$ cat config.mk
export PLATFORM = sky130hd
export DESIGN_NAME = fb_read_arbiter
export DESIGN_NICKNAME = d
export VERILOG_FILES = /design/src/rtl/fb_pkg.sv /design/src/rtl/fb_addr_wrap.sv /design/src/rtl/fb_read_arbiter.sv
export SDC_FILE = /design/constraint.sdc
export NUM_CORES = 1
export LEC_CHECK = 0
export BUFFER_PORTS_ARGS = -buffer_cell sky130_fd_sc_hd__buf_2
export CORE_UTILIZATION = 48
export CTS_CLUSTER_SIZE = 24
export DETAILED_ROUTE_END_ITERATION = 12
export HOLD_SLACK_MARGIN = 0.1
export PLACE_DENSITY = 0.74
export RECOVER_POWER = 50
export SETUP_SLACK_MARGIN = 0.1
export SYNTH_ARGS = -nofsm -noshare
export SYNTH_HDL_FRONTEND = slang
export SYNTH_SLANG_ARGS = --single-unit
$ cat constraint.sdc
create_clock -name clk -period 3.5 [get_ports clk]
set_input_delay 0.35 -clock clk [delete_from_list [all_inputs] [get_ports clk]]
set_output_delay 0.35 -clock clk [all_outputs]
set_load 0.1 [all_outputs]
$ cat src/rtl/fb_pkg.sv
// Shared frame-buffer types and default geometry for the read arbiter and scroll logic.
package fb_pkg;

  localparam int unsigned FB_WORDS_DEFAULT = 230400;
  localparam int unsigned OFS_W_DEFAULT    = 18;

  typedef enum logic {
    OWN_DISP = 1'b0,
    OWN_AUX  = 1'b1
  } owner_t;

  typedef struct packed {
    logic   valid;
    owner_t owner;
  } rd_tag_t;

endpackage

$ cat src/rtl/fb_addr_wrap.sv
// Combinational modular adder: (addr + offset) mod FB_WORDS, both operands < FB_WORDS.
module fb_addr_wrap #(
  parameter int unsigned ADDR_W   = 24,
  parameter int unsigned OFS_W    = 18,
  parameter int unsigned FB_WORDS = 230400
) (
  input  logic [ADDR_W-1:0] addr,
  input  logic [OFS_W-1:0]  offset,
  output logic [ADDR_W-1:0] wrapped_addr
);

  localparam int unsigned SUM_W = ADDR_W + 1;

  logic [SUM_W-1:0] sum;

  // One conditional subtract is enough because the sum is below 2*FB_WORDS.
  always_comb begin
    sum          = SUM_W'(addr) + SUM_W'(offset);
    wrapped_addr = ADDR_W'(sum);
    if (sum >= SUM_W'(FB_WORDS)) begin
      wrapped_addr = ADDR_W'(sum - SUM_W'(FB_WORDS));
    end
  end

endmodule

$ cat src/rtl/fb_read_arbiter.sv
// Frame-buffer read-port arbiter: display has priority (with scroll offset), aux
// gets the remaining slots; read data is steered back to the issuing requester.
// Optional feature macro: FB_ARB_STARVE_EN (aux starvation counter + forced grant).
module fb_read_arbiter
  import fb_pkg::*;
#(
  parameter int unsigned ADDR_W     = 24,
  parameter int unsigned DATA_W     = 8,
  parameter int unsigned OFS_W      = OFS_W_DEFAULT,
  parameter int unsigned FB_WORDS   = FB_WORDS_DEFAULT,
  parameter int unsigned RD_LAT     = 2,
  parameter int unsigned STARVE_MAX = 15
) (
  input  logic              clk,
  input  logic              rst,
  input  logic              disp_sof,
  input  logic [OFS_W-1:0]  offset,
  input  logic              disp_req,
  input  logic [ADDR_W-1:0] disp_addr,
  output logic              disp_gnt,
  output logic              disp_rvalid,
  output logic [DATA_W-1:0] disp_rdata,
  input  logic              aux_req,
  input  logic [ADDR_W-1:0] aux_addr,
  output logic              aux_gnt,
  output logic              aux_rvalid,
  output logic [DATA_W-1:0] aux_rdata,
  output logic              mem_rd,
  output logic [ADDR_W-1:0] mem_addr,
  input  logic [DATA_W-1:0] mem_rdata
);

  // Elaboration guard: a zero latency or zero starvation limit is meaningless.
  if (RD_LAT < 1 || STARVE_MAX < 1) begin : g_param_check
    $error("fb_read_arbiter: RD_LAT and STARVE_MAX must be >= 1");
  end

  logic [OFS_W-1:0]  offset_q;
  logic [OFS_W-1:0]  offset_in;
  logic [OFS_W-1:0]  offset_eff;
  logic [ADDR_W-1:0] disp_addr_wrap;
  logic              force_aux;
  rd_tag_t           new_tag;
  rd_tag_t [RD_LAT:0] tag_q;
  rd_tag_t           ret_tag;

  // Out-of-range scroll offsets collapse to 0; a start-of-frame bypasses the latch.
  always_comb begin
    offset_in  = (32'(offset) >= FB_WORDS) ? '0 : offset;
    offset_eff = disp_sof ? offset_in : offset_q;
  end

  fb_addr_wrap #(
    .ADDR_W  (ADDR_W),
    .OFS_W   (OFS_W),
    .FB_WORDS(FB_WORDS)
  ) u_addr_wrap (
    .addr        (disp_addr),
    .offset      (offset_eff),
    .wrapped_addr(disp_addr_wrap)
  );

`ifdef FB_ARB_STARVE_EN
  localparam int unsigned CNT_W = (STARVE_MAX > 1) ? $clog2(STARVE_MAX + 1) : 1;

  logic [CNT_W-1:0] starve_cnt;

  // Counts consecutive cycles aux waits; saturates at the forced-grant limit.
  always_ff @(posedge clk or negedge rst) begin
    if (!rst) begin
      starve_cnt <= '0;
    end else if (!aux_req || aux_gnt) begin
      starve_cnt <= '0;
    end else if (starve_cnt < CNT_W'(STARVE_MAX)) begin
      starve_cnt <= starve_cnt + CNT_W'(1);
    end
  end

  assign force_aux = (starve_cnt >= CNT_W'(STARVE_MAX));
`else
  assign force_aux = 1'b0;
`endif

  // Per-cycle grant: display first unless aux has waited too long; none in reset.
  always_comb begin
    disp_gnt = 1'b0;
    aux_gnt  = 1'b0;
    if (rst) begin
      if (aux_req && (!disp_req || force_aux)) begin
        aux_gnt = 1'b1;
      end else if (disp_req) begin
        disp_gnt = 1'b1;
      end
    end
  end

  // Scroll offset latched at start of frame.
  always_ff @(posedge clk or negedge rst) begin
    if (!rst) begin
      offset_q <= '0;
    end else if (disp_sof) begin
      offset_q <= offset_in;
    end
  end

  // Memory request register; address holds while idle.
  always_ff @(posedge clk or negedge rst) begin
    if (!rst) begin
      mem_rd   <= 1'b0;
      mem_addr <= '0;
    end else begin
      mem_rd <= disp_gnt | aux_gnt;
      if (aux_gnt) begin
        mem_addr <= aux_addr;
      end else if (disp_gnt) begin
        mem_addr <= disp_addr_wrap;
      end
    end
  end

  // Owner tag for the read issued this cycle.
  always_comb begin
    new_tag.valid = disp_gnt | aux_gnt;
    new_tag.owner = aux_gnt ? OWN_AUX : OWN_DISP;
  end

  // Tag shift register; the last stage lines up with valid mem_rdata.
  always_ff @(posedge clk or negedge rst) begin
    if (!rst) begin
      tag_q <= '0;
    end else begin
      tag_q <= {tag_q[RD_LAT-1:0], new_tag};
    end
  end

  assign ret_tag = tag_q[RD_LAT];

  // Steer returning data to its owner; the other port keeps its last value.
  always_ff @(posedge clk or negedge rst) begin
    if (!rst) begin
      disp_rvalid <= 1'b0;
      aux_rvalid  <= 1'b0;
      disp_rdata  <= '0;
      aux_rdata   <= '0;
    end else begin
      disp_rvalid <= ret_tag.valid && (ret_tag.owner == OWN_DISP);
      aux_rvalid  <= ret_tag.valid && (ret_tag.owner == OWN_AUX);
      if (ret_tag.valid && (ret_tag.owner == OWN_DISP)) begin
        disp_rdata <= mem_rdata;
      end
      if (ret_tag.valid && (ret_tag.owner == OWN_AUX)) begin
        aux_rdata <= mem_rdata;
      end
    end
  end

endmodule

# Yosys cells after proc, flatten, opt, wreduce, memory -nomap -nowiden
# Index checks and enable logic that the tools add are counted.
word_totals:
  reg_bits: 66
  in_bits: 79
  word_cells: 34
classes:
  add_sub_neg: 2
  order_cmp: 2
  n_mux: 11
  bitwise_logic: 2
  n_reduce_logical: 5
op_table:
  columns: ["op", "count"]
  rows:
  - ["24-bit 2-to-1 mux", 3]
  - ["18-bit 2-to-1 mux", 2]
  - ["24-bit by 18-bit adder with 25-bit output", 1]
  - ["25-bit by 18-bit greater-or-equal comparator with 1-bit output (second input constant)", 1]
  - ["24-bit by 18-bit subtractor with 24-bit output (second input constant)", 1]
  - ["18-bit greater-or-equal comparator (second input constant)", 1]
  - ["1-bit 2-to-1 mux", 6]
  - ["1-bit logical AND", 3]
  - ["2-bit nonzero test", 1]
  - ["1-bit zero test", 1]
  - ["1-bit NOT", 1]
  - ["1-bit bitwise OR", 1]

# Longest topological paths before layout
# Gate-level depths: netlist of run 1.
logic_depth:
  depth_word: 8
  mapped_depth: 26

# By module
# A second synthesis of run 1 with hierarchy kept.
unflattened:
  cells_unflattened: 496
  area_unflattened_um2: 4585.6
modules_own_cells:
  columns: ["mod", "instances", "cells_each", "area_each_um2"]
  rows:
  - ["fb_read_arbiter", 1, 243, 2835.2]
  - ["fb_addr_wrap", 1, 253, 1750.4]

# Worst setup path before layout of run 1
# No wires, ideal clock.
synth_timing:
  path_type: "input -> register"
  from: "input port offset[10]"
  to: "register mem_addr[12]"
  setup_time_ps: 78
  arrival_time_ps: 4685
  required_time_ps: 3422
  path_slack_ps: -1263
  stages: 25
  path_buffers: 2
  path_cell_list: "or4_1 nor2_1 o21a_1 clkbuf_1 nand2_1 o21ai_0 ha_1 a21o_1 nand4_1 a21o_1 nand2b_1 a21oi_1 xor2_1 ha_1 nand2b_1 nor4b_1 mux2i_1 a2111oi_0 nand4_1 nand4_1 a211o_2 buf_6 nand2_1 xor2_1 a21oi_1"
synth_via:
  elab_chain_len: 8
  elab_cells_between_ends: 9
  classes_between: "add/sub (2); order compare (2); mux (5)"
synth_lines:
  columns: ["element", "line_no", "text"]
  rows:
  - ["start: declaration", "fb_read_arbiter.sv:17", "input logic [OFS_W-1:0] offset,"]
  - ["18-bit greater-or-equal comparator *", "fb_read_arbiter.sv:49", "offset_in = (32'(offset) >= FB_WORDS) ? '0 : offset;"]
  - ["18-bit 2-to-1 mux *", "fb_read_arbiter.sv:49", null]
  - ["18-bit 2-to-1 mux *", null, null]
  - ["net offset_eff[1]", "fb_read_arbiter.sv:40", "logic [OFS_W-1:0] offset_eff;"]
  - ["24-bit by 18-bit adder with 25-bit output *", "fb_addr_wrap.sv:18", "sum = SUM_W'(addr) + SUM_W'(offset);"]
  - ["24-bit by 18-bit subtractor with 24-bit output or 25-bit by 18-bit greater-or-equal comparator with 1-bit output (tied branches)", "fb_addr_wrap.sv:21, fb_addr_wrap.sv:20", null]
  - ["24-bit 2-to-1 mux *", "fb_addr_wrap.sv:20", "if (sum >= SUM_W'(FB_WORDS)) begin"]
  - ["24-bit 2-to-1 mux *", "fb_read_arbiter.sv:115", "end else if (disp_gnt) begin"]
  - ["24-bit 2-to-1 mux *", "fb_read_arbiter.sv:113", "if (aux_gnt) begin"]
  - ["end signal: assignment", "fb_read_arbiter.sv:114", "mem_addr <= aux_addr;"]
  - ["end signal: assignment", "fb_read_arbiter.sv:116", "mem_addr <= disp_addr_wrap;"]
  - ["end: declaration", "fb_read_arbiter.sv:29", "output logic [ADDR_W-1:0] mem_addr,"]
# The timed path passes the listed nets; every way through them passes the cells marked *. The select of a mux whose other input is x is not followed.
# A chain may end at the register's enable or synchronous reset.

# Final worst setup path of run 1
layout_timing:
  from: "input port offset[13]"
  to: "register mem_addr[16]"
# The elaborated chain is that of the path after synthesis.

==> results of run 1 <==
[how the worst max path moves through the flow]
stage | slack [ps] | to | cells after the start
finish | -910 | mem_addr[16] | 26
global route | -1090 | mem_addr[15] | 25
CTS | -810 | mem_addr[15] | 25
detailed placement | -1350 | mem_addr[15] | 24
global placement | -1170 | mem_addr[15] | 24
floorplan | -960 | mem_addr[12] | 26
[stage by stage]
| stage | util, % | cell area (µm²) | setup slack, ps |
|---|---|---|---|
| after floorplan | - | 4661 | -963.1 |
| final | 74.46 | 6913 | -914.0 |
| after global placement | 66.99 | 6220 | -1173 |
| after global routing | 74.46 | 6913 | -1087 |
| after CTS | 72.20 | 6703 | -805.5 |
| after detailed placement | 66.99 | 6220 | -1348 |
[sequential cells by signal, summed over array words and instances, names as in the netlist]
register / cells
mem_addr: 24
offset_q: 18
aux_rdata: 8
disp_rdata: 8
tag_q: 4
ret_tag: 2
aux_rvalid: 1
disp_rvalid: 1
[logic make-up (layout without fill, tap and decap cells)]
group	after synthesis	in the layout
buffers and inverters	64	325
flip-flops	66	66
XOR/XNOR	22	22
adder cells (fa/ha/maj)	21	21
AO/OA/AOI/OAI	168	169
AND/OR/NAND/NOR	157	157
multiplexers	18	18
[power by group]
| part | internal, W | total [W] | switching (W) |
|---|---|---|---|
| sequential | 0.000888 | 0.000956 | 0.0000680 |
| combinational | 0.000713 | 0.00217 | 0.00146 |
| clock | 0.000409 | 0.000746 | 0.000337 |
| total | 0.00201 | 0.00387 | 0.00186 |
[routing by layer]
layer | up-vias | GRT usage, % | wire, µm
met5 | - | 0 | 0
met4 | 0 | 10.59 | 318
met3 | 33 | 5.571 | 880
met2 | 223 | 50.66 | 7484
met1 | 2440 | 36.28 | 6153
li1 | 2416 | - | -
[critical path, delay by kind of cell]
kind            cells  cell delay, ps
buf+inv             3             340
simple gates       11            1820
compound gates      7            1100
fa+ha+maj           2             520
xor+xnor            2             400
mux                 1             100
[cells in the final DEF (no fill, tap or decap), types with 8 or more instances in the layout]
cell,count
nor2_1,25
clkbuf_8,9
xor2_1,11
nand2_1,50
dfrtp_1,66
buf_2,119
o22ai_1,15
nand3_1,20
inv_1,36
ha_1,15
buf_4,144
o21ai_2,8
a21oi_2,11
a21oi_1,33
mux2_2,16
o21ai_0,24
[cell type report]
cell class	instances	area [µm²]	share of cell area (%)
clock buffers	9	123.9	1.792
clock inverters	7	102.6	1.484
inverters	36	135.1	1.955
multi-input cells	387	2949	42.66
flip-flops and latches	66	1652	23.89
well taps	129	161.4	2.335
repair buffers	273	1789	25.88
[repair_timing]
item	CTS	global route
hold buffers	1	0
hold endpoints to repair	2	0
gates cloned	1	0
setup buffers	13	12
pin swaps	22	30
resized for setup	36	28
endpoints found under the setup margin	14	14
==> impl_metrics.ini, run 1 <==
[clock_tree]
numCtsBuffers = 9
clock_sinks = 66
insertion_delay_ps = 340
cts_buffer_depth = 2
path_clk_slew_ps = 90
htreeDepth = 3
cts_root_buf = clkbuf_8
cts_tree = done

[layout]
fillers = 681
nets = 873
syn_to_final_growth_pct = 49.85
final_cells = 907
drive_above_1_share_pct = 47.94
antenna_cells = 0

[synth]
netlist_instances = 516
netlist_area_um2 = 4613
synth.area.top_cells = dfrtp_1 36%, ha_1 5.4%, a21oi_1 4.6%
synth_most_common_cell = dfrtp_1
synth_top_area_share_pct = 35.80
synth_mux_area_share_pct = 4.340
synth_cell_types = 82
synth_top_family_by_area = compound AO/OA/AOI/OAI gates
ys_warn_count = 0
synthAdderAreaFrac_pct = 5.858
synth_edf_count = 0
synthXorXnorAreaFrac_pct = 4.584
ys.flop_type = dfrtp_1
synthArstFlopShare_pct = 100.0
synth-simple-area-share_pct = 17.11
yosysSeqAreaShare_pct = 35.80
syn_nets = 616
yosys.area.top_type = dfrtp_1
netlist_top_cells_count = 66 x dfrtp_1, 52 x nand2_1, 42 x a21oi_1
ys_seq_elements = 66
synth_compound_area_share_pct = 25.39
avgSynthCellArea_um2 = 8.940

[power]
power_leakage_nw = 3.291
powerDensity_nw_per_um2 = 560.4
vdd_ir_drop_max_mv = 0.3013
power_w = 0.003874

[detailed_routing]
vias_per_cell = 5.636
ant_nets = 0
drtIter0Drc = 262
first_pass_iters = 5
wirelength_um = 14840
wl_per_cell_um = 16.36
drc = 0
vias = 5112

[sta]
fin_setup_tns_ps = -11490
max_freq_mhz = 226.6
hold_violations = 0
fin_crit_sh_pct = 126.1
rsz0062_at_grt = yes
setup_violations = 14
fin_ws_ps = -914.0
holdWs_ps = 227.6
worst_pin_slew_ps = 915.7
finClkSkew_ps = 11.87
max-slew-margin-rel_pct = 38.96
drv_slew = 0
fin_crit_ps = 4414

[critical_path]
worstRegToRegCells = 21
path_class = input pin to flip-flop
startpoint_type = input pin
r2r_start = offset_q[1]
cp-startpoint = offset[13]
r2r_slack_ps = -540
max_stage_delay_ps = 540
critical_path_arrival_ps = 4650
critPathRequiredTime_ps = 3730
crit_fanout = 8
critical-path-slowest-cell = or4_4
regToRegEndpoint = mem_addr[16]
cp-end-kind = flip-flop

[placed_design]
hpwlAfterDp_um = 10660
gp_congestion = 0.8754
numPortBuffers = 123
dp_cells = 868

[floorplan]
die_area_um2 = 10010
row_count = 35
design.portCount = 124
start_util_pct = 49.69
die_h_um = 100.0
core_um2 = 9284
die_w_um = 100.0

[grt]
globalRouteTotalUtil_pct = 29.21
overflow = 0
grt_pass1_wl_um = 23290
grt_pass1_vias = 4999
antenna_found_initial = 0
grt_max_degree = 79

[hold_path]
hold_class = input pin to flip-flop
whs_path_depth = 3
hold_path_end = offset_q[7]
hold_start = offset[7]

[run_status]
outcome = complete, but fails checks
violations = negative setup slack

[flow_run]
maxCapViolations = 0
(Power assumes the default switching activity.)
==> run 2, diff against run 1 <==
--- a/config.mk
+++ b/config.mk
@@ -6,6 +6,7 @@
 export NUM_CORES = 1
 export LEC_CHECK = 0
 export BUFFER_PORTS_ARGS = -buffer_cell sky130_fd_sc_hd__buf_2
+export CORE_ASPECT_RATIO = 0.7
 export CORE_UTILIZATION = 48
 export CTS_CLUSTER_SIZE = 24
 export DETAILED_ROUTE_END_ITERATION = 12
==> run 2 against run 1 <==
Compared with the run above: the flow still finishes with violations (negative setup slack); sequential power rose by 0.6%; global-route usage rose by 1.8 points; setup slack got worse by 34 ps; total power rose by 6.8%; register-to-register slack got worse by 30 ps; wire length rose by 4.9%; flip-flop and latch count did not move; final cell count fell by 1.1%; largest cell class unchanged.
==> impl_metrics.ini, run 2 (synthesized netlist as in run 1, its figures left out) <==
[run_status]
outcome = complete, but fails checks
violations = negative setup slack

[grt]
grt_max_degree = 57
antenna_found_initial = 0
grt_pass1_wl_um = 24380
grt_pass1_vias = 4916
overflow = 0
globalRouteTotalUtil_pct = 31.02

[layout]
final_common_cell = buf_4
utilization_pct = 75.60
largest_reg_flops = 24
drive_above_1_share_pct = 47.35
nets = 868
antenna_cells = 0
syn_to_final_growth_pct = 50.45
layout_common_cells = 142 x buf_4, 120 x buf_2, 66 x dfrtp_1, 48 x nand2_1, 36 x inv_1
top_regs = mem_addr: 24 flops, offset_q: 18 flops
final_cells = 897
finish.instance_area_um2 = 6940
fillers = 682
regMostFlops = mem_addr

[clock_tree]
numCtsBuffers = 9
htreeDepth = 3
cts_root_buf = clkbuf_16
cts_tree = done
cts_buffer_depth = 2
insertion_delay_ps = 340
path_clk_slew_ps = 60
clock_sinks = 66

[sta]
fin_crit_sh_pct = 127.1
fin_ws_ps = -947.5
rsz0062_at_grt = yes
holdWs_ps = 239.9
drv_slew = 0
setup_violations = 14
fin_crit_ps = 4448
max_freq_mhz = 224.8
worst_pin_slew_ps = 878.3
hold_violations = 0
max-slew-margin-rel_pct = 41.33
finClkSkew_ps = 8.793

[detailed_routing]
wl_per_cell_um = 17.35
drc = 0
ant_nets = 0
drtIter0Drc = 472
first_pass_iters = 4
vias = 5150
vias_per_cell = 5.741
wirelength_um = 15560

[floorplan]
row_count = 29
start_util_pct = 50.25
die_area_um2 = 10010
die_w_um = 119.2
design.portCount = 124
die_h_um = 84.02
core_um2 = 9180

[power]
vdd_ir_drop_max_mv = 0.3805
powerDensity_nw_per_um2 = 596.0
power_leakage_nw = 3.304

[critical_path]
startpoint_type = input pin
r2r_start = offset_q[1]
critical-path-slowest-cell = or4_4
path_cells = buf_6 > or4_4 > nor2_2 > o21a_2 > buf_12 > nand2_1 > o21ai_2 > ha_1 > buf_4 > o211ai_1 > o21ai_2 > a21oi_2 > xnor2_2 > ha_2 > nand2b_4 > nor4b_2 > mux2i_1 > a2111oi_2 > nand4_1 > nand4_1 > a211o_4 > nand2_4 > xnor2_2 > a221oi_2
critical_path_arrival_ps = 4700
path_delay_family = compound AO/OA/AOI/OAI gates
path_class = input pin to flip-flop
path_buf_inv = 3
cp-startpoint = offset[14]
critPathRequiredTime_ps = 3750
max_stage_delay_ps = 520
cp-end-kind = flip-flop
crit_fanout = 6

[hold_path]
hold_start = offset[8]
hold_class = input pin to flip-flop

[placed_design]
place_area_um2 = 6146
numPortBuffers = 123
pre_cts_slack_ps = -1333
dp_cells = 854
hpwlAfterDp_um = 11060
gp_congestion = 0.9365

[flow_run]
maxCapViolations = 0
[run 2: changes by cell type in the layout (fill, tap and decap cells not counted), sizes merged]
cell / delta
buf: -4
clkbuf: -1
[run 2: layout make-up]
class	instances	area (µm²)	area share [%]
Clock inverter	7	102.6	1.478
Multi-Input combinational cell	387	2920	42.08
Sequential cell	66	1652	23.80
Clock buffer	9	225.2	3.245
Tap cell	124	155.1	2.235
Inverter	36	135.1	1.947
Timing Repair Buffer	268	1750	25.22
[run 2: final timing paths]
kind / cells past startpoint / slack (ps) / endpoint
worst max-delay path: 24 / -950 / mem_addr[15]
worst min-delay path: 3 / 240 / offset_q[8]
worst max register to register: 20 / -570 / mem_addr[15]
worst min register to register: 0 / 350 / ret_tag[0]
max in group asynchronous: 3 / 2030 / disp_rdata[5]
min in group asynchronous: 2 / 480 / mem_addr[15]
[run 2: report_power, final]
part	internal, W	leakage [nW]	switching, W
sequential	0.000890	0.790	0.0000715
combinational	0.000709	2.35	0.00146
clock	0.000631	0.161	0.000372
total	0.00223	3.30	0.00191
[run 2: per-stage QoR]
step / setup TNS [ps] / power (W)
2_1_floorplan: -12090 / 0.002371
3_3_place_gp: -14660 / 0.002921
3_5_place_dp: -17130 / 0.002961
4_1_cts: -10790 / 0.004054
5_1_grt: -16270 / 0.004293
6_report: -12460 / 0.004137
[run 2: repair_timing]
action,in CTS,in global routing
resized for setup,30,27
hold endpoints to repair,23,0
cloned,2,0
buffers inserted,16,9
endpoints found under the setup margin,14,14
hold buffers,1,0
pin swaps,19,34
[run 2: layer usage]
layer	vias to the layer above	GRT usage (%)	wire (µm)
li1	2400	-	-
met1	2496	43.40	6896
met2	229	49.42	7210
met3	25	5.601	1178
met4	0	7.825	278
met5	-	0	0
[run 2: worst min-delay path, stage by stage]
cell,delay (ps)
buf_2,70
nand2_1,50
o21ai_2,60
